## config.mk

```make
export PLATFORM = sky130hd
export DESIGN_NAME = fetch_stage
export DESIGN_NICKNAME = d
export VERILOG_FILES = /design/src/rtl/fetch_stage_pkg.sv /design/src/rtl/fetch_stage_next_pc_predict.sv /design/src/rtl/fetch_stage.sv
export SDC_FILE = /design/constraint.sdc
export NUM_CORES = 1
export LEC_CHECK = 0
export CAP_MARGIN = 20
export CORE_MARGIN = 10
export CORE_UTILIZATION = 47
export CTS_BUF_LIST = sky130_fd_sc_hd__clkbuf_8
export CTS_CLUSTER_SIZE = 30
export DETAILED_ROUTE_END_ITERATION = 7
export PLACE_DENSITY_LB_ADDON = 0.15
export SETUP_SLACK_MARGIN = 0.3
export SYNTH_ARGS = -nofsm -noshare
export SYNTH_HDL_FRONTEND = slang
export SYNTH_SLANG_ARGS = --single-unit
export TNS_END_PERCENT = 1
```

## constraint.sdc

```tcl
create_clock -name clk -period 2.95 [get_ports clk]
set_input_delay 0.295 -clock clk [delete_from_list [all_inputs] [get_ports clk]]
set_output_delay 0.295 -clock clk [all_outputs]
set_load 0.01 [all_outputs]
```

## src/rtl/fetch_stage_pkg.sv

```systemverilog
// fetch_stage_pkg: rv32i packet type, opcode constants and fetch FSM states
package fetch_stage_pkg;

    typedef struct packed {
        logic [31:0] pc;
        logic [31:0] instruction;
        logic [31:0] next_pc;
        logic [6:0]  opcode;
        logic [4:0]  rs1;
        logic [4:0]  rs2;
        logic [4:0]  rd;
        logic [31:0] imm;
    } rv32i_data_t;

    typedef struct packed {
        logic        valid;
        rv32i_data_t data;
    } rv32i_packet_t;

    localparam logic [6:0] op_jal = 7'b1101111;

    typedef logic [1:0] fetch_state_t;
    localparam fetch_state_t FETCH = 2'd0;
    localparam fetch_state_t HOLD  = 2'd1;
    localparam fetch_state_t KILL  = 2'd2;

endpackage

```

## src/rtl/fetch_stage_next_pc_predict.sv

```systemverilog
// next_pc_predict: static next-pc guess, fall-through or JAL target
module next_pc_predict
    import fetch_stage_pkg::*;
#(
    parameter bit JAL_PREDICT = 1'b1
) (
    input  logic [31:0] pc,
    input  logic [31:0] inst,
    output logic [31:0] next_pc
);

    logic [31:0] j_imm;

    always_comb begin
        j_imm   = {{12{inst[31]}}, inst[19:12], inst[20], inst[30:21], 1'b0};
        next_pc = (JAL_PREDICT && inst[6:0] == op_jal) ? pc + j_imm : pc + 32'd4;
    end

endmodule

```

## src/rtl/fetch_stage.sv

```systemverilog
// fetch_stage: owns the PC, drives I-cache requests and the IF fields of the IF/ID packet
module fetch_stage
    import fetch_stage_pkg::*;
#(
    parameter logic [31:0] RESET_PC    = 32'h0000_0060,
    parameter bit          JAL_PREDICT = 1'b1
) (
    input  logic          clk,
    input  logic          rst_n,
    input  logic          stall,
    input  logic          redirect_valid,
    input  logic [31:0]   redirect_pc,
    output logic          imem_read,
    output logic [31:0]   imem_address,
    input  logic          imem_resp,
    input  logic [31:0]   imem_rdata,
    output rv32i_packet_t packet_out
);

    fetch_state_t state;
    logic [31:0]  pc, req_addr, hold_inst, hold_next, pred_next, target;

    next_pc_predict #(.JAL_PREDICT(JAL_PREDICT)) u_pred (
        .pc      (pc),
        .inst    (imem_rdata),
        .next_pc (pred_next)
    );

    assign target = {redirect_pc[31:2], 2'b00};

    always_ff @(posedge clk or negedge rst_n) begin
        if (!rst_n) begin
            state     <= FETCH;
            pc        <= RESET_PC;
            req_addr  <= '0;
            hold_inst <= '0;
            hold_next <= '0;
        end else if (redirect_valid) begin
            // an unanswered request must be drained at its original address
            pc       <= target;
            req_addr <= (state == FETCH) ? pc : req_addr;
            state    <= (state != HOLD && !imem_resp) ? KILL : FETCH;
        end else if (state == FETCH && imem_resp && !stall) begin
            pc <= pred_next;
        end else if (state == FETCH && imem_resp) begin
            hold_inst <= imem_rdata;
            hold_next <= pred_next;
            state     <= HOLD;
        end else if (state == HOLD && !stall) begin
            pc    <= hold_next;
            state <= FETCH;
        end else if (state == KILL && imem_resp) begin
            state <= FETCH;
        end
    end

    always_comb begin
        imem_read                     = rst_n && state != HOLD;
        imem_address                  = (state == KILL) ? req_addr : pc;
        packet_out                    = '0;
        packet_out.valid              = rst_n && !redirect_valid &&
                                        (state == HOLD || (state == FETCH && imem_resp));
        packet_out.data.pc            = rst_n ? pc : '0;
        packet_out.data.instruction   = !rst_n ? '0 : (state == HOLD) ? hold_inst : imem_rdata;
        packet_out.data.next_pc       = !rst_n ? '0 : (state == HOLD) ? hold_next : pred_next;
    end

endmodule

```

==> flow_summary.yaml <==
run_status:
  outcome: "finished with violations"
  failed_checks: "negative setup slack"
synthesis:
  netlist.top_cell.by_area: "sky130_fd_sc_hd__dfrtp_1"
  netlist_area_sq_mm: 0.00989
  async_reset_ff_share_pct: 100
  synth.top_cell.area_share_pct: 32.4
  top_area_cells_in_the_synthesized_netlist: "sky130_fd_sc_hd__dfrtp_1 32%, sky130_fd_sc_hd__mux2_2 13%, sky130_fd_sc_hd__nand2_1 6.9%"
  synth.yosys.seq_area_share_pct: 32.9
  number_of_enable_flip_flop_cells_after_synthesis: 0
  synth.ff_latch_count: 130
  synthesis.instances: 1170
  synth_warnings: 0
  synthDistinctLibCells: 76
  synth.avg_cell_area_sq_um: 8.45
  synth_flop_cell: "sky130_fd_sc_hd__dfrtp_1"
cells_and_area:
  insertedDiodeCount: 0
  final_cell_mix: "201 x sky130_fd_sc_hd__buf_4, 181 x sky130_fd_sc_hd__nand2_1, 157 x sky130_fd_sc_hd__clkdlybuf4s50_1"
  stdcell_area_sq_mm: 0.0143
  seq_area_sq_mm: 0.00326
  numnets_final: 1617
  commonest_non_fill_non_tap_cell_in_the_layout: "sky130_fd_sc_hd__buf_4"
  layout-area-overhead-vs-synth_pct: 44.6
  fillcell_total: 1675
  final_util_pct: 69.7
  area_of_the_multi_input_gates_sq_mm: 0.00646
  post_route_cells_drive_above_1_share_pct: 32.3
placed_design:
  detailedPlacementHpwl_mm: 26.8
  place.gp.congestion: 0.931
  placement_cell_area_sq_mm: 0.0133
  io_buffer_count: 196
global_routing:
  globalRouteOverflowTotal: 0
  grt_pass1_wl_mm: 55.6
  first_global_vias: 10082
  grt_antenna_before_repair: 0
  globalRouteTotalUtil_pct: 26.0
  maximum_number_of_pins_on_one_net_before_global_route_repair: 63
timing:
  report.final.hold_viol_count: 0
  final.setup.tns_ns: -12.47
  actual_slew_at_the_worst_max_slew_pin_ns: 0.948
  setup_slack_ns: -0.656
  fmaxAchievable_mhz: 277
  finalClockSkew_ns: 0.0127
  count_of_final_setup_violators: 28
  relSlewSlack_pct: 36.8
  period_needed_ns: 3.61
  finalCritPeriodShare_pct: 122
  final_max_slew_viol_count: 0
  rsz0062_at_grt: "yes"
setup_path:
  cp.required_ns: 2.65
  worstPathArrival_ns: 3.31
  worstReg2RegStart: "pc[1]"
  timing_worst_setup_path_type: "reg -> out"
  setup.worst_path.start: "pc[1]"
  max_stage_delay_ns: 0.47
  worstSetupStartpointType: "flop"
  critical_path.cell_chain: "ha_2 -> fa_2 -> a21oi_2 -> o21ai_2 -> a221oi_2 -> buf_4 -> or3_1 -> a31oi_2 -> or4_4 -> a31oi_4 -> a211oi_2 -> buf_2"
  timing.critical_path.to_type: "primary output"
  path_delay_family: "compound AO/OA/AOI/OAI gates"
  maximum_fanout_encountered_on_the_critical_timing_path: 3
  cp.buffers_inverters: 2
  timing.critical_path.slowest_stage_cell: "sky130_fd_sc_hd__or4_4"
floorplanning:
  die_ht_um: 165
  io_pins: 253
  std_cell_rows: 52
  initial_core_util_pct: 48.2
  die_x_um: 165
  dieArea_sq_mm: 0.0272
  coreArea_sq_mm: 0.0205
drt:
  route.antenna.remaining_nets: 0
  drc_violation_total_after_the_first_tritonroute_iteration: 924
  drcViolationCount: 0
  firstDrtPassIters: 5
  wl_per_cell_um: 20.3
  via_count_of_the_routed_design: 10158
  routed_wl_mm: 36.6
  detail_route.vias_per_cell: 5.65
clocking:
  cts-buffers-inserted: 17
  cts_tree: "built"
  clk_pin_slew_worst_paths_ns: 0.09
  worst_skew_pair.late_latency_ns: 0.48
  clock_tree.buffer_depth: 2
  clk_root_buffer_cell: "sky130_fd_sc_hd__clkbuf_8"
  cts_max_level: 4
  num_clock_sinks: 130
pwr:
  power_density_mw_per_mm2: 537
  leakage_nw: 6.27
  worst_ir_drop_vdd_mv: 0.343
  finalPower_mw: 7.68
hold_path:
  hp-class: "in -> async"
flow_run:
  max_cap_viol_count: 0
[Yosys cell counts, types with 3 or more instances]
library cell and n:
sky130_fd_sc_hd__buf_1 5, sky130_fd_sc_hd__o31ai_1 13, sky130_fd_sc_hd__o21bai_1 5, sky130_fd_sc_hd__nand4_1 12, sky130_fd_sc_hd__inv_1 19, sky130_fd_sc_hd__nor2b_1 4, sky130_fd_sc_hd__o21ai_0 54, sky130_fd_sc_hd__xor2_1 20
sky130_fd_sc_hd__and4_1 4, sky130_fd_sc_hd__xnor2_1 27, sky130_fd_sc_hd__ha_1 31, sky130_fd_sc_hd__nor4_1 6, sky130_fd_sc_hd__a21o_1 13, sky130_fd_sc_hd__clkbuf_2 3, sky130_fd_sc_hd__and2_1 33, sky130_fd_sc_hd__a211oi_1 10
sky130_fd_sc_hd__mux2_2 112, sky130_fd_sc_hd__nor2_1 73, sky130_fd_sc_hd__a21oi_1 120, sky130_fd_sc_hd__dfrtp_1 128, sky130_fd_sc_hd__nand3_1 27, sky130_fd_sc_hd__nand2_1 182, sky130_fd_sc_hd__nand2b_1 3, sky130_fd_sc_hd__nor3_1 15
sky130_fd_sc_hd__or3_1 10, sky130_fd_sc_hd__mux2i_1 6, sky130_fd_sc_hd__or2_2 3, sky130_fd_sc_hd__buf_2 12, sky130_fd_sc_hd__and3_1 3, sky130_fd_sc_hd__a21oi_2 3, sky130_fd_sc_hd__a31oi_1 6, sky130_fd_sc_hd__o22ai_1 33
sky130_fd_sc_hd__o21ai_1 4, sky130_fd_sc_hd__buf_4 55, sky130_fd_sc_hd__clkbuf_1 65
[per-stage QoR]
| step | cells | hold WS (ns) | worst slack, ns |
|---|---|---|---|
| 2_1_floorplan | 1223 | -0.000591 | 0.106 |
| 3_3_place_gp | 1753 | 0.361 | -0.934 |
| 3_5_place_dp | 1753 | 0.367 | -0.968 |
| 4_1_cts | 1799 | 0.0527 | -0.636 |
| 5_1_grt | 1799 | 0.0701 | -0.829 |
| 6_report | 1799 | 0.0500 | -0.656 |
[where the power goes]
group          internal (mW)  switching, mW  total [mW]
Sequential              2.25          0.323        2.58
Clock                  0.691          0.868        1.56
Combinational           1.84           1.71        3.55
Total                   4.78           2.90        7.68
[path summary, 6_finish.rpt]
check / to / slack (ns) / cells after the start
min: req_addr[30] / 0.05 / 3
max reg2reg: hold_next[29] / -0.01 / 13
max: packet_out[83] / -0.66 / 12
min in group clk: pc[24] / 0.41 / 3
min reg2reg: hold_inst[12] / 0.51 / 1
max in group asynchronous: hold_next[28] / 1.42 / 5
[registers in the layout (all words and copies together), names as in the netlist]
signal     count
req_addr      32
pc            32
hold_inst     32
hold_next     32
state          2
[worst register-to-register path, stage by stage (launching register included)]
cell and delay (ns):
sky130_fd_sc_hd__dfrtp_1 0.44, sky130_fd_sc_hd__ha_2 0.22, sky130_fd_sc_hd__fa_2 0.35, sky130_fd_sc_hd__a21oi_2 0.19, sky130_fd_sc_hd__o21ai_2 0.08, sky130_fd_sc_hd__a221oi_2 0.22, sky130_fd_sc_hd__buf_4 0.18, sky130_fd_sc_hd__or3_1 0.12
sky130_fd_sc_hd__a31oi_2 0.12, sky130_fd_sc_hd__or4_4 0.47, sky130_fd_sc_hd__a31oi_4 0.17, sky130_fd_sc_hd__buf_4 0.13, sky130_fd_sc_hd__buf_4 0.09, sky130_fd_sc_hd__o21ai_1 0.07
[what timing repair did]
item	CTS	global route
pin swaps	35	24
hold buffers	7	0
resized for setup	149	55
buffers inserted	7	0
setup endpoints to repair	132	133
hold endpoints to repair	128	0
[logic make-up (layout without fill, tap and decap cells)]
logic type                 Yosys count  count (layout)  share of synthesized area, %
muxes                              119             119                          13.5
other                                1              54                        0.0379
AOI/OAI and AO/OA                  295             295                          18.6
adders and majority gates           32              32                          4.13
and+or+nand+nor                    385             385                          18.1
xor gates and xnor gates            47              47                          4.16
buffers and inverters              161             467                          8.47
DFF                                130             130                          32.9
[routing by layer]
metal	wire (um)	global-route usage [%]
met5	0	0
met4	1470	10.2
met3	2650	5.05
met2	18200	45.0
met1	14200	30.9
[cell type report]
class	count	share of cell area, %
clock inverters	15	1.04
flip-flops and latches	130	22.8
inverters	20	0.525
multi-input cells	932	45.2
clock buffers	17	1.64
repair buffers	415	26.4
well taps	270	2.36
Power figures use the tool's default switching activity.
